File: config.mk
export PLATFORM = sky130hd
export DESIGN_NAME = wavetable_rom_arbiter
export DESIGN_NICKNAME = d
export VERILOG_FILES = /design/src/rtl/wavetable_pkg.sv /design/src/rtl/wavetable_rom_arbiter_rr_arbiter.sv /design/src/rtl/wavetable_rom_arbiter.sv
export SDC_FILE = /design/constraint.sdc
export NUM_CORES = 1
export LEC_CHECK = 0
export CAP_MARGIN = 20
export CORE_UTILIZATION = 33
export CTS_CLUSTER_DIAMETER = 60
export DETAILED_ROUTE_END_ITERATION = 10
export MAX_ROUTING_LAYER = met4
export PLACE_DENSITY = 0.87
export SETUP_SLACK_MARGIN = 0.02
export SLEW_MARGIN = 15
export SYNTH_ARGS = -nofsm -noshare
export SYNTH_HDL_FRONTEND = slang
export SYNTH_SLANG_ARGS = --single-unit
File: constraint.sdc
create_clock -name clk -period 12.75 [get_ports clk]
set_input_delay 3.825 -clock clk [delete_from_list [all_inputs] [get_ports clk]]
set_output_delay 3.825 -clock clk [all_outputs]
set_load 0.01 [all_outputs]
File: src/rtl/wavetable_pkg.sv
// Shared constants and helpers for the wavetable ROM arbiter.
package wavetable_pkg;

  localparam int ROM_SIZE      = 641;
  localparam int WT_AW         = 10;
  localparam int WT_DW         = 8;
  localparam int N_REQ_DEFAULT = 4;
  localparam int MAX_REQ       = 8;

  // Pull voice idx's address out of a packed address bus (voice i at [i*WT_AW +: WT_AW]).
  function automatic logic [WT_AW-1:0] addr_slice(input logic [MAX_REQ*WT_AW-1:0] addrs,
                                                  input int idx);
    return addrs[idx*WT_AW +: WT_AW];
  endfunction

endpackage

File: src/rtl/wavetable_rom_arbiter_rr_arbiter.sv
// Generic N-way round-robin arbiter: the search starts at rr_ptr, and the pointer
// moves to one past the winner after every grant.
module rr_arbiter #(
  parameter int N  = 4,
  parameter int IW = (N > 1) ? $clog2(N) : 1
) (
  input  logic          clk,
  input  logic          rst,
  input  logic          en,
  input  logic [N-1:0]  req,
  output logic [N-1:0]  gnt,
  output logic [IW-1:0] winner,
  output logic          grant_any
);

  logic [IW-1:0] rr_ptr;

  // Winner search: first set request at rr_ptr, rr_ptr+1, ... modulo N.
  always_comb begin
    int idx;
    idx       = 0;
    gnt       = '0;
    winner    = '0;
    grant_any = 1'b0;
    if (en) begin
      for (int k = 0; k < N; k++) begin
        idx = (int'(rr_ptr) + k) % N;
        if (!grant_any && req[idx]) begin
          grant_any = 1'b1;
          winner    = IW'(idx);
        end
      end
    end
    if (grant_any) gnt[winner] = 1'b1;
  end

  // Pointer register: advances past the winner on a grant, otherwise holds.
  always_ff @(posedge clk or posedge rst) begin
    if (rst) begin
      rr_ptr <= '0;
    end else if (grant_any) begin
      rr_ptr <= (int'(winner) == N - 1) ? '0 : winner + 1'b1;
    end
  end

endmodule

File: src/rtl/wavetable_rom_arbiter.sv
// Shares one registered-read wavetable ROM between N_REQ NCO voices.
//
// Handshake: req[i] is a level held with a stable req_addr until gnt[i] is seen
// high at a posedge; gnt is combinational in the same cycle. In the following
// cycle rd_valid[i] is high and rd_data carries that voice's ROM byte. A voice may
// present its next address right after its grant (back-to-back reads).
module wavetable_rom_arbiter #(
  parameter int N_REQ    = wavetable_pkg::N_REQ_DEFAULT,
  parameter int ROM_SIZE = wavetable_pkg::ROM_SIZE,
  parameter int AW       = wavetable_pkg::WT_AW,
  parameter int DW       = wavetable_pkg::WT_DW
) (
  input  logic                clk,
  input  logic                rst,
  input  logic                en,
  input  logic [N_REQ-1:0]    req,
  input  logic [N_REQ*AW-1:0] req_addr,
  output logic [N_REQ-1:0]    gnt,
  output logic [N_REQ-1:0]    rd_valid,
  output logic [DW-1:0]       rd_data,
  output logic                rom_re,
  output logic [AW-1:0]       rom_addr,
  input  logic [DW-1:0]       rom_data,
  output logic                err_oob,
  input  logic                err_clr
);

  import wavetable_pkg::*;

  localparam int IW = (N_REQ > 1) ? $clog2(N_REQ) : 1;

  logic [IW-1:0]              winner;
  logic                       grant_any;
  logic [MAX_REQ*WT_AW-1:0]   addr_pad;
  logic [AW-1:0]              sel_addr;
  logic                       in_range;

  rr_arbiter #(.N(N_REQ), .IW(IW)) u_arb (
    .clk       (clk),
    .rst       (rst),
    .en        (en),
    .req       (req),
    .gnt       (gnt),
    .winner    (winner),
    .grant_any (grant_any)
  );

  assign addr_pad = (MAX_REQ*WT_AW)'(req_addr);
  assign sel_addr = AW'(addr_slice(addr_pad, int'(winner)));
  assign in_range = int'(sel_addr) < ROM_SIZE;

  // Out-of-range grants still read, but from address 0, so the voice is never starved.
  assign rom_re   = grant_any;
  assign rom_addr = (grant_any && in_range) ? sel_addr : '0;
  assign rd_data  = rom_data;

  // Return-path valid: the grant delayed by the ROM's one-cycle read latency.
  always_ff @(posedge clk or posedge rst) begin
    if (rst) rd_valid <= '0;
    else     rd_valid <= gnt;
  end

  // Sticky out-of-range flag; a new violation wins over a clear in the same cycle.
  always_ff @(posedge clk or posedge rst) begin
    if (rst)                        err_oob <= 1'b0;
    else if (grant_any && !in_range) err_oob <= 1'b1;
    else if (err_clr)               err_oob <= 1'b0;
  end

endmodule
**Word-level counts from Yosys, hierarchy flattened**

Index checks and enable logic that the tools add are counted.

- Register bits after elaboration: 7
- Input port bits: 56
- Output and inout port bits: 28
- Word-level logic and storage cells: 65

- Add/subtract/negate cells: 4
- Multipliers: 1
- $lt $le $gt $ge: 7
- Equality and inequality tests: 1
- Shift operators: 1
- Mux-type cells: 31
- Bitwise gates (word level): 3
- Reduce and logical (&&, ||, !) cells: 14

Operator list:

| kind | number |
|---|---|
| indexed part select 80 x 7 -> 10 bit | 1 |
| two-way mux 1 bit | 18 |
| less-than comparator 3 x 4 -> 1 bit (second input constant) | 3 |
| two-way mux 2 bit | 6 |
| less-than comparator 10 bit (second input constant) | 1 |
| two-way mux 10 bit | 1 |
| binary-select mux 1 bit (select 2 bit) | 4 |
| logical AND 1 bit | 6 |
| less-than comparator 2 x 3 -> 1 bit (second input constant) | 2 |
| OR reduction 2 bit | 3 |
| multiplier 2 x 3 -> 5 bit (second input constant) | 1 |
| adder 2 x 1 -> 2 bit (second input constant) | 2 |
| adder 2 bit (second input constant) | 2 |
| logical NOT 1 bit | 4 |
| two-way mux 4 bit | 1 |
| AND 1 bit (first input constant) | 3 |
| demux 1 bit (select 2 bit) | 1 |
| == test 2 x 1 -> 1 bit (second input constant) | 1 |
| >= comparator 2 x 1 -> 1 bit (second input constant) | 1 |
| nonzero test 2 bit | 1 |

**Depth between registers and ports, before layout**

- Depth in word-level cells: 23
- Depth in mapped cells: 10
- Gate-level depth less buffers: 8

**Cells and area by module**

A second synthesis with hierarchy kept.

- Cell total of the unflattened synthesis: 90
- Area, all modules: 957.2 um^2

By module, submodules not included:

| module | times used | cells each | area an instance (um^2) | sequential area each (um^2) |
|---|---|---|---|---|
| wavetable_rom_arbiter | 1 | 52 | 634.4 | 125.1 |
| rr_arbiter | 1 | 38 | 322.8 | 50.0 |

**Worst setup path before layout**

Ideal clock, no wire load.

- Path type: input port to output port
- Start: in en
- End: out rom_addr[0]
- Arrival: 5.909 ns
- Required time: 8.925 ns
- Setup slack: 3.016 ns
- Stages on the path: 8
- Path buffers: 0
- Cell sequence: clkinvlp_2 > a21o_1 > nor4_4 > inv_4 > mux4_2 > nor4_2 > a21oi_2 > nor2_1

- Cells in the longest elaborated chain, start to end: 6
- Elaborated cells on any way between the ends: 7
- Classes of those cells: mul (1); order compare (1); shift (1); mux (3); reduce/logical (1)

RTL lines:

| item | RTL line | source |
|---|---|---|
| from (decl) | wavetable_rom_arbiter.sv:15 | `input logic en,` |
| two-way mux 2 bit | wavetable_rom_arbiter_rr_arbiter.sv:25 | `if (en) begin` |
| multiplier 2 x 3 -> 5 bit | wavetable_pkg.sv:13 | `return addrs[idx*WT_AW +: WT_AW];` |
| indexed part select 80 x 7 -> 10 bit | wavetable_pkg.sv:13 |  |
| less-than comparator 10 bit | wavetable_rom_arbiter.sv:50 | `assign in_range = int'(sel_addr) < ROM_SIZE;` |
| logical AND 1 bit | wavetable_rom_arbiter.sv:54 | `assign rom_addr = (grant_any && in_range) ? sel_addr : '0;` |
| two-way mux 10 bit (*) | wavetable_rom_arbiter.sv:54 |  |
| to (decl) | wavetable_rom_arbiter.sv:22 | `output logic [AW-1:0] rom_addr,` |

Every way passes the cells marked *; elsewhere a longest branch is shown, timed or not.

**Worst setup path in the final report**

- Start: in req[1]
- End: out rom_addr[2]

- Cells in the longest elaborated chain, start to end: 21
- Elaborated cells on any way between the ends: 35
- Classes of those cells: mul (1); order compare (1); shift (1); mux (25); reduce/logical (7)

RTL lines:

| item | RTL line | source |
|---|---|---|
| from (decl) | wavetable_rom_arbiter.sv:16 | `input logic [N_REQ-1:0] req,` |
| binary-select mux 1 bit (select 2 bit) | wavetable_rom_arbiter_rr_arbiter.sv:28 | `if (!grant_any && req[idx]) begin` |
| two-way mux 1 bit (not written as such) | wavetable_rom_arbiter_rr_arbiter.sv:28 |  |
| two-way mux 1 bit | wavetable_rom_arbiter_rr_arbiter.sv:28 |  |
| two-way mux 1 bit | wavetable_rom_arbiter_rr_arbiter.sv:25 |  |
| logical NOT 1 bit | wavetable_rom_arbiter_rr_arbiter.sv:28 |  |
| logical AND 1 bit | wavetable_rom_arbiter_rr_arbiter.sv:28 |  |
| two-way mux 1 bit | wavetable_rom_arbiter_rr_arbiter.sv:28 |  |
| two-way mux 1 bit | wavetable_rom_arbiter_rr_arbiter.sv:25 |  |
| (+5 left out) | n/a |  |
| logical AND 1 bit | wavetable_rom_arbiter_rr_arbiter.sv:28 |  |
| two-way mux 2 bit | wavetable_rom_arbiter_rr_arbiter.sv:28 |  |
| two-way mux 2 bit | wavetable_rom_arbiter_rr_arbiter.sv:25 |  |
| multiplier 2 x 3 -> 5 bit | wavetable_pkg.sv:13 |  |
| indexed part select 80 x 7 -> 10 bit | wavetable_pkg.sv:13 |  |
| less-than comparator 10 bit | wavetable_rom_arbiter.sv:50 |  |
| logical AND 1 bit | wavetable_rom_arbiter.sv:54 |  |
| two-way mux 10 bit (*) | wavetable_rom_arbiter.sv:54 |  |

Every way passes the cells marked *; elsewhere a longest branch is shown, timed or not. The select of a mux whose other input is x is not followed.

==> out/qor.txt <==
====================================================================================================
Post-route clock skew                                                                     0.00873 ns
Worst path max stage delay                                                                   0.77 ns
Clock-pin slew reported for the worst setup and hold paths after clock tree synthesis        0.05 ns
Pins Over Slew Limit                                                                               0
Nature of the critical path endpoint                                                    primary output
Arrival time reported for the critical path endpoint                                         7.25 ns
Post-synthesis instance area                                                                 887 µm²
Ys Warns                                                                                           0
Type of origin of the critical path                                                        input pin
Initial standard-cell utilization of the core                                                  35.5%
Pin count of the biggest net entering global routing                                              19
DR vias/cell                                                                                    5.04
Insertion delay of the later-clocked pin in the worst-skew pair                              0.27 ns
Net count of the finished layout                                                                 219
Number of failing setup endpoints in the final timing report                                       0
Clock sink count                                                                                   7
Final wirelength                                                                             2.56 mm
Cts hold-fix bufs                                                                                  0
Post-placement cell count                                                                        184
Sequential group share of total power                                                          22.3%
Global route overflow                                                                              0
Wire length of the first global-routing pass                                                 3.87 mm
Post-CTS sizing                                                                                    0
Cell leakage power                                                                       0.000677 µW
Starting DRT DRC Count                                                                            14
Top delay family on crit path                                                           compound AO/OA/AOI/OAI gates
TritonCTS clock tree                                                                             yes
Core Area                                                                                   2500 µm²
DRC violation count after routing                                                                  0
Area share of the largest cell type after synthesis                                            19.7%
Number of diodes added for antenna fixing                                                          0
Leading cell type in the layout, fill and taps excluded                                 sky130_fd_sc_hd__clkdlybuf4s50_1
Gate Count Post-Synth                                                                             98
Routability congestion estimate from global placement                                          0.649
Die span in y                                                                                53.8 µm
DPL Wire Length                                                                              2.12 mm
Worst slew margin relative to its limit                                                        44.7%
Number of antenna violations at the first check in global routing                                  0
Post-Layout Cell Count                                                                           188
Outcome                                                                                 complete, no violations
Pwr Total                                                                                     131 µW
Switching power summed over all nets                                                         47.8 µW
Worst Max-Slew Pin Slew                                                                     0.829 ns
Maximum operating frequency                                                               0.0903 GHz
Top-Level Pins                                                                                    84
Number of nets still failing antenna checks after routing                                          0
Final core area utilization                                                                    61.9%
Post-route fraction of the period consumed by the critical path                                86.9%
Via Count                                                                                        948
Int Pwr                                                                                      83.0 µW
Final critical delay including setup and external delays                                    11.08 ns
Worst supply voltage drop on vdd                                                         0.0000572 V
Port Buffers                                                                                      67
Area grow syn2layout                                                                           74.5%
CTS max path bufs                                                                                  2
Worst path buffer plus inverter count                                                              2
Crit-path slowest cell                                                                  sky130_fd_sc_hd__a221o_1
Endpoints failing hold                                                                             0
Sw Share                                                                                       36.5%
H-tree level count                                                                                 1
Post-CTS repair timing setup buffer count                                                          0
Clock buffers created by TritonCTS                                                                 3
Post-synthesis sequential area ratio                                                           19.7%
Root buffer selected by CTS                                                             sky130_fd_sc_hd__clkbuf_4
Most area-hungry cell type in the Yosys netlist                                         sky130_fd_sc_hd__dfrtp_1
Mean area per synthesized cell                                                              9.05 µm²
GRT Util Overall                                                                               19.6%
Crit-path max FO                                                                                  17
Share of final-layout standard cells stronger than drive strength 1                            8.86%
Number of violations of the max-capacitance limit                                                  0
Cell row count                                                                                    18
Post-synth net total                                                                             158
Via count of the first global-routing pass                                                       958
Required time of the critical path                                                           8.92 ns
Die Width                                                                                    53.8 µm
Crit path cell chain                                                                    clkdlybuf4s50_1 > nor2b_1 > o311ai_0 > a221o_1 > mux2i_1 > mux2i_1 > nor4_2 > a21oi_2 > nor2_1 > clkdlybuf4s50_1
Clk pwr share                                                                                  17.1%
Post-DR wirelength/cell                                                                      13.6 µm
Die outline area                                                                            2900 µm²
Distinct cell type count after synthesis                                                          29
Combinational group share of total power                                                       60.6%
Worst setup path category                                                               input pin to primary output
Number of register bits inferred by synthesis                                                      7
Ratio of total power to cell area                                                        84.6 nW/µm²
Accumulated negative setup slack                                                                0 ns
Hold Path Class                                                                         flop to flop
TritonRoute pass-1 iters                                                                           4
Top area cells in the synthesized netlist                                               sky130_fd_sc_hd__dfrtp_1, sky130_fd_sc_hd__mux2i_1, sky130_fd_sc_hd__mux4_2
Commonest non-fill, non-tap cells in the layout                                         sky130_fd_sc_hd__clkdlybuf4s50_1, sky130_fd_sc_hd__nor2_1, sky130_fd_sc_hd__mux2i_1, sky130_fd_sc_hd__nand2_1, sky130_fd_sc_hd__dfrtp_1
Setup repair after global routing missed its margin                                               no
====================================================================================================
cells in the mapped netlist, drive strengths merged:
cell type and n:
a21oi 2, and3 1, nand3b 1, nor2b 2, o2bb2ai 1, and2 4, nor2 15, mux4 6
nand2b 2, clkbuf 1, o311ai 1, a21o 2, ha 4, inv 5, nand2 13, clkinvlp 1
dfrtp 7, o21ai 1, a22o 1, buf 10, mux2i 13, a221o 1, o21bai 1, nor4 3
cell type report:
| cell class | count | area [µm²] |
|---|---|---|
| repair buffers | 67 | 671 |
| well taps | 30 | 37.5 |
| multi-input cells | 74 | 612 |
| fillers | 232 | 952 |
| flip-flops and latches | 7 | 175 |
| clock buffers | 4 | 26.3 |
| inverters | 6 | 26.3 |
metal layers:
| metal | wire length [µm] | global-route usage [%] | share of wire (%) | vias to the layer above |
|---|---|---|---|---|
| met5 | 0 | - | 0 | - |
| met4 | 50 | 11.8 | 2.0 | 0 |
| met3 | 181 | 3.95 | 7.1 | 6 |
| met2 | 1410 | 38.3 | 55 | 47 |
| met1 | 919 | 16.7 | 36 | 437 |
| li1 | - | - | - | 458 |
worst paths after layout:
| check | startpoint | endpoint | slack, ns | cells past startpoint |
|---|---|---|---|---|
| max in group asynchronous | rst | rd_valid[0] | 8.76 | 2 |
| max | req[1] | rom_addr[2] | 1.67 | 10 |
| max reg2reg | u_arb.rr_ptr[1] | err_oob | 9.84 | 8 |
| min in group asynchronous | rst | rd_valid[2] | 3.78 | 2 |
| min reg2reg | err_oob | err_oob | 0.52 | 1 |
| min | err_oob | err_oob | 0.52 | 1 |
power by group through the flow:
stage	Clock, µW	Combinational [µW]	Sequential [µW]
floorplan	0	45.3	29.5
global placement	0	77.6	29.0
detailed placement	0	80.2	29.4
CTS	23.0	80.4	29.0
global route	24.1	86.0	29.6
finish	22.4	79.3	29.2
state kept, by name, indices dropped and copies added (netlist names):
| signal | count |
|---|---|
| u_arb.rr_ptr | 2 |
| err_oob | 1 |
| rd_valid | 4 |
through the flow:
step	hold WS [ns]	instance area [µm²]	worst slack, ns
global placement	0.514	1520	1.70
finish	0.520	1550	1.67
CTS	0.525	1550	1.65
floorplan	0.534	887	3.02
global route	0.542	1550	1.43
detailed placement	0.513	1520	1.66
logic make-up after synthesis:
| family | after synthesis | synth area share [%] |
|---|---|---|
| simple gates | 41 | 24.3 |
| mux | 19 | 30.3 |
| fa+ha+maj | 4 | 5.64 |
| flops | 7 | 19.7 |
| compound gates | 10 | 8.74 |
| buf+inv | 17 | 11.3 |
Note: power is estimated with default switching activity, not from simulation.
